===== config.mk =====
export PLATFORM = sky130hd
export DESIGN_NAME = mul_arbiter
export DESIGN_NICKNAME = d
export VERILOG_FILES = /design/src/rtl/mul_arb_pkg.sv /design/src/rtl/rr_arbiter.sv /design/src/rtl/mul_arbiter.sv
export SDC_FILE = /design/constraint.sdc
export NUM_CORES = 1
export LEC_CHECK = 0
export CAP_MARGIN = 20
export CORE_AREA = 5 5 179 181
export CTS_BUF_LIST = sky130_fd_sc_hd__clkbuf_8
export DETAILED_ROUTE_END_ITERATION = 8
export DIE_AREA = 0 0 184 186
export PLACE_DENSITY_LB_ADDON = 0.05
export SLEW_MARGIN = 20
export SYNTH_ARGS = -nofsm -noshare
export SYNTH_HDL_FRONTEND = slang
export SYNTH_SLANG_ARGS = --single-unit

===== constraint.sdc =====
create_clock -name clkSys -period 3.1 [get_ports clkSys]
set_clock_uncertainty 0.1 [all_clocks]
set_input_delay 0.31 -clock clkSys [delete_from_list [all_inputs] [get_ports clkSys]]
set_output_delay 0.31 -clock clkSys [all_outputs]
set_load 0.05 [all_outputs]

===== src/rtl/mul_arb_pkg.sv =====
// Shared definitions for the shared-multiplier sequencer: FSM state encoding,
// requester-index sizing helper and default operand/timeout constants.
package mul_arb_pkg;

  localparam int DEFAULT_WIDTH   = 32;
  localparam int DEFAULT_TIMEOUT = 64;

  typedef enum logic [2:0] {
    IDLE,
    ISSUE,
    ARM,
    WAIT,
    RESP
  } state_t;

  // Width of a requester index; never narrower than one bit.
  function automatic int id_w(input int n);
    return (n > 1) ? $clog2(n) : 1;
  endfunction

endpackage


===== src/rtl/rr_arbiter.sv =====
// Combinational round-robin pick: searches upward from ptr+1 with wrap and
// returns a one-hot grant, its index and whether anything was requesting.
module rr_arbiter
  import mul_arb_pkg::*;
#(
  parameter int NUM_REQ = 4
) (
  input  logic [NUM_REQ-1:0]         req,
  input  logic [id_w(NUM_REQ)-1:0]   ptr,
  output logic [NUM_REQ-1:0]         grant,
  output logic [id_w(NUM_REQ)-1:0]   grant_id,
  output logic                       grant_valid
);

  localparam int ID_W = id_w(NUM_REQ);

  logic [ID_W:0]   sum;
  logic [ID_W-1:0] idx;

  // NOTE: every output gets a default before the search loop; without it a
  // path that assigns nothing would make the tool infer a latch.
  always_comb begin
    grant       = '0;
    grant_id    = '0;
    grant_valid = 1'b0;
    sum         = '0;
    idx         = '0;
    for (int i = 1; i <= NUM_REQ; i++) begin
      sum = {1'b0, ptr} + (ID_W + 1)'(i);
      if (sum >= (ID_W + 1)'(NUM_REQ)) sum = sum - (ID_W + 1)'(NUM_REQ);
      idx = sum[ID_W-1:0];
      if (!grant_valid && req[idx]) begin
        grant_valid = 1'b1;
        grant[idx]  = 1'b1;
        grant_id    = idx;
      end
    end
  end

endmodule


===== src/rtl/mul_arbiter.sv =====
// Round-robin sequencer sharing one en/done multiplier among NUM_REQ clients.
// Optional build macro MUL_TIMEOUT_EN adds a WAIT-state watchdog and resp_err.
module mul_arbiter
  import mul_arb_pkg::*;
#(
  parameter int NUM_REQ        = 4,
  parameter int WIDTH          = DEFAULT_WIDTH,
  parameter int TIMEOUT_CYCLES = DEFAULT_TIMEOUT
) (
  input  logic                       clkSys,
  input  logic                       rst_n,
  input  logic [NUM_REQ-1:0]         req_valid,
  input  logic [NUM_REQ*WIDTH-1:0]   req_a,
  input  logic [NUM_REQ*WIDTH-1:0]   req_b,
  output logic [NUM_REQ-1:0]         req_ready,
  output logic                       mul_en,
  output logic [WIDTH-1:0]           mul_a,
  output logic [WIDTH-1:0]           mul_b,
  input  logic [2*WIDTH-1:0]         mul_product,
  input  logic                       mul_done,
  output logic                       resp_valid,
  output logic [id_w(NUM_REQ)-1:0]   resp_id,
  output logic [2*WIDTH-1:0]         resp_product,
  output logic                       resp_err
);

  localparam int ID_W = id_w(NUM_REQ);

  if (NUM_REQ < 2 || NUM_REQ > 8 || WIDTH < 1 || TIMEOUT_CYCLES < 1) begin : g_bad_param
    $error("mul_arbiter: parameter out of range");
  end

  state_t              state, state_next;
  logic [ID_W-1:0]     ptr, win_id;
  logic [NUM_REQ-1:0]  grant, ready_next;
  logic [ID_W-1:0]     grant_id;
  logic                grant_valid;
  logic                en_next, resp_next, timeout_hit;

  rr_arbiter #(.NUM_REQ(NUM_REQ)) u_rr (
    .req         (req_valid),
    .ptr         (ptr),
    .grant       (grant),
    .grant_id    (grant_id),
    .grant_valid (grant_valid)
  );

`ifdef MUL_TIMEOUT_EN
  localparam int CNT_W = $clog2(TIMEOUT_CYCLES + 1);
  logic [CNT_W-1:0] wait_cnt;

  // Zero outside WAIT, so each WAIT visit starts counting from 0.
  always_ff @(posedge clkSys or negedge rst_n) begin
    if (!rst_n)              wait_cnt <= '0;
    else if (state != WAIT)  wait_cnt <= '0;
    else                     wait_cnt <= wait_cnt + 1'b1;
  end

  assign timeout_hit = (state == WAIT) && (wait_cnt == CNT_W'(TIMEOUT_CYCLES - 1));
`else
  assign timeout_hit = 1'b0;
`endif

  always_comb begin
    state_next = state;
    en_next    = 1'b0;
    ready_next = '0;
    resp_next  = 1'b0;
    unique case (state)
      IDLE: if (grant_valid) begin
        state_next = ISSUE;
        en_next    = 1'b1;
        ready_next = grant;
      end
      ISSUE: state_next = ARM;
      // ARM exists only so a done left over from the previous operation is skipped.
      ARM:   state_next = WAIT;
      WAIT: if (mul_done || timeout_hit) begin
        state_next = RESP;
        resp_next  = 1'b1;
      end
      RESP:    state_next = IDLE;
      default: state_next = IDLE;
    endcase
  end

  // NOTE: state and outputs use non-blocking assignments so every flop samples
  // pre-edge values regardless of statement order.
  always_ff @(posedge clkSys or negedge rst_n) begin
    if (!rst_n) begin
      state        <= IDLE;
      ptr          <= ID_W'(NUM_REQ - 1);
      win_id       <= '0;
      req_ready    <= '0;
      mul_en       <= 1'b0;
      mul_a        <= '0;
      mul_b        <= '0;
      resp_valid   <= 1'b0;
      resp_id      <= '0;
      resp_product <= '0;
      resp_err     <= 1'b0;
    end else begin
      state      <= state_next;
      req_ready  <= ready_next;
      mul_en     <= en_next;
      resp_valid <= resp_next;
      if (state == IDLE && grant_valid) begin
        win_id <= grant_id;
        mul_a  <= req_a[grant_id*WIDTH +: WIDTH];
        mul_b  <= req_b[grant_id*WIDTH +: WIDTH];
      end
      if (state == ISSUE) ptr <= win_id;
      if (resp_next) begin
        resp_id      <= win_id;
        resp_err     <= timeout_hit && !mul_done;
        resp_product <= mul_done ? mul_product : '0;
      end
    end
  end

endmodule


==> impl_metrics.tcl <==
set metrics [dict create \
    netlist_top_cells_area "dfrtp_1, nand2_1, nor3b_1, a211oi_1, o31ai_1" \
    worst_pin_slew_ns 0.723 \
    num_rows 64 \
    grt_pass1_vias 8594 \
    vdd_drop_max_uv 777 \
    final_cells 1777 \
    setup_tns_ns -0.0431 \
    core_area_mm2 0.0303 \
    clk_pin_slew_ns 0.11 \
    fin_nets 1699 \
    ios 464 \
    drv_slew 0 \
    hold_viol 0 \
    synth_cell_types 40 \
    final_cell_mix "clkdlybuf4s50_1, nand2_1, dfrtp_1, nor3b_1, a211oi_2" \
    mostFrequentLayoutCell "clkdlybuf4s50_1" \
    drt_iter0_drc 328 \
    vias 8608 \
    syn_to_final_growth_pct 85.7 \
    cap_violations 0 \
    synth_cells 889 \
    hpwl_um 26300 \
    yosysWarningCount 0 \
    dieArea_mm2 0.0342 \
    drive_gt1_share_pct 16.6 \
    clock-root-buffer "clkbuf_8" \
    path_buf_inv 5 \
    powerDensity_mw_per_mm2 1340 \
    dr.pass1.iters 4 \
    fmax_mhz 321 \
    crit_top_cell "buf_12" \
    finalWirelength_um 36900 \
    syn-cell-area_mm2 0.00801 \
    total_power_uw 19900 \
    p_leak_uw 0.00596 \
    period_needed_ns 3.12 \
    cpMaxStageDelayCell "dfstp_2" \
    ys_ff_latch 143 \
    violations "setup timing" \
    port_buffers 462 \
    synth.net_count 1224 \
    clock-sinks 143 \
    crit_fanout 7 \
    cp_top_family "buffers and inverters" \
    ant_nets 0 \
    grt.overflow.total 0 \
    hp-class "primary input to async pin" \
    cts_tree "done" \
    fp.dieH_um 186 \
    dominantRegCellSynth "dfrtp_1" \
    synth_area_leader_cell "dfrtp_1" \
    grt_setup_unrepaired "yes" \
    grt_pass1_wl_um 51300 \
    clk_path_buf_depth 2 \
    synth_edf_count 0 \
    setup_ws_ns -0.0186 \
    arrival_ns 3.33 \
    endpoint_kind "flip-flop" \
    die_w_um 184 \
    fin_hold_ws_ns 0.202 \
    postSynthAreaPerCell_um2 9.01 \
    synth-seq-area-share_pct 44.7 \
    fin_crit_sh_pct 101 \
    wire_per_inst_um 20.8 \
    clk_latency_ns 0.44 \
    synth_top_area_share_pct 44.0 \
    synthArstFlopShare_pct 100 \
    grt_usage_pct 19.2 \
    h-tree-depth 4 \
    drc 0 \
    slowest_delay_ns 0.56 \
    cp.required_ns 3.31 \
    crit_path_cell_trace "clkinvlp_4 > ha_4 > mux4_2 > buf_6 > nor4b_4 > o31ai_4 > buf_12 > buf_12 > clkbuf_16 > a211oi_2 > o31ai_1" \
    numCtsBuffers 17 \
    dp.cells 1713 \
    grt_max_degree 68 \
    start_util_pct 26.5 \
    postLayoutCoreUtil_pct 49.1 \
    finalSetupViolCount 4 \
    antenna_found_initial 6 \
    avgViaCountPerCell 4.84 \
    slew_headroom_pct 51.8 \
    status "finished with violations" \
    cp-start-kind "flip-flop" \
    worstSetupPathType "flip-flop to flip-flop" \
    gp_congestion 0.820 \
]
## sequential cells by signal (all words and copies together), names as in the netlist
name and count:
mul_b 32, state 3, mul_en 1, resp_product 64, resp_valid 1, ptr 2
win_id 2, req_ready 4, resp_id 2, mul_a 32
## what timing repair did
| action | CTS | global route |
|---|---|---|
| gates cloned | 0 | 15 |
| resized for setup | 4 | 72 |
| setup buffers | 1 | 11 |
| hold buffers | 1 | 0 |
| hold endpoints to repair | 34 | 0 |
| endpoints found under the setup margin | 36 | 63 |
| pin swaps | 3 | 33 |
## synth_stat cells (2+ instances only)
library cell and number:
buf_1 2, buf_4 11, nand3_1 2, dfrtp_1 141, nor2_1 9, nand2b_1 2
nor3b_1 128, a211oi_1 127, mux4_2 4, dfstp_2 2, ha_1 8, buf_2 28
inv_1 9, a22oi_1 5, clkbuf_1 45, a221oi_1 4, nand2_1 268, o31ai_1 63
buf_6 2, o21a_1 2, a21oi_1 4, o21ai_0 5
## metal layers
metal	share of wire, %	vias up	routed length [µm]	global-route usage [%]
met5	0.030	-	11	0
met4	2.0	2	739	5.44
met3	7.8	42	2870	6.33
met2	49	317	18200	32.1
met1	41	4102	15100	23.9
li1	-	4145	-	-
## worst paths after layout
kind	start	end	slack, ns	depth (start not counted)
max in group asynchronous	rst_n	resp_product[7]$_DFFE_PN0P_	1.93	3
hold / removal	rst_n	resp_product[30]$_DFFE_PN0P_	0.20	2
setup reg to reg	ptr[0]$_DFFE_PN1N_	mul_b[23]$_DFFE_PN0P_	-0.02	11
min in group clkSys	mul_product[43]	resp_product[43]$_DFFE_PN0P_	0.27	3
hold reg to reg	resp_product[54]$_DFFE_PN0P_	resp_product[54]$_DFFE_PN0P_	0.38	2
setup / recovery	ptr[0]$_DFFE_PN1N_	mul_b[23]$_DFFE_PN0P_	-0.02	11
## worst register-to-register path: cells and delay by family, from the launching register on
| family | cells | cell delay (ns) |
|---|---|---|
| flip-flops | 1 | 0.56 |
| buffers and inverters | 5 | 0.70 |
| multiplexers | 1 | 0.52 |
| adder cells (fa/ha/maj) | 1 | 0.29 |
| AND/OR/NAND/NOR | 1 | 0.40 |
| AO/OA/AOI/OAI | 3 | 0.41 |
## cells by family after synthesis
| logic type | after synthesis | synth area share (%) |
|---|---|---|
| AO/OA/AOI/OAI | 219 | 20.9 |
| AND/OR/NAND/NOR | 415 | 26.1 |
| multiplexers | 6 | 1.39 |
| adder cells (fa/ha/maj) | 8 | 1.25 |
| other | 1 | 0.0468 |
| flip-flops | 143 | 44.7 |
| buffers and inverters | 97 | 5.68 |
## cell type report
cell class / count / area (µm²)
timing repair buffer: 543 / 5800
multi-input combinational: 650 / 4550
fill: 2927 / 15400
antenna: 5 / 12.5
sequential: 143 / 3580
tap: 396 / 495
clock inverter: 14 / 173
inverter: 9 / 37.5
clock buffer: 17 / 234
## stage by stage
stage	setup slack [ns]	area, µm²
finish	-0.0186	14900
global route	-0.0997	14900
CTS	0.00708	14000
detailed placement	-0.0543	13600
global placement	-0.0134	13600
floorplan	-0.238	8330
## power breakdown
| part | internal [µW] | switching (µW) | leakage, µW |
|---|---|---|---|
| logic | 6150 | 8880 | 0.00398 |
| clock network | 742 | 872 | 0.000193 |
| registers | 2760 | 478 | 0.00179 |
| total | 9650 | 10200 | 0.00596 |
Note: power is estimated with default switching activity, not from simulation.
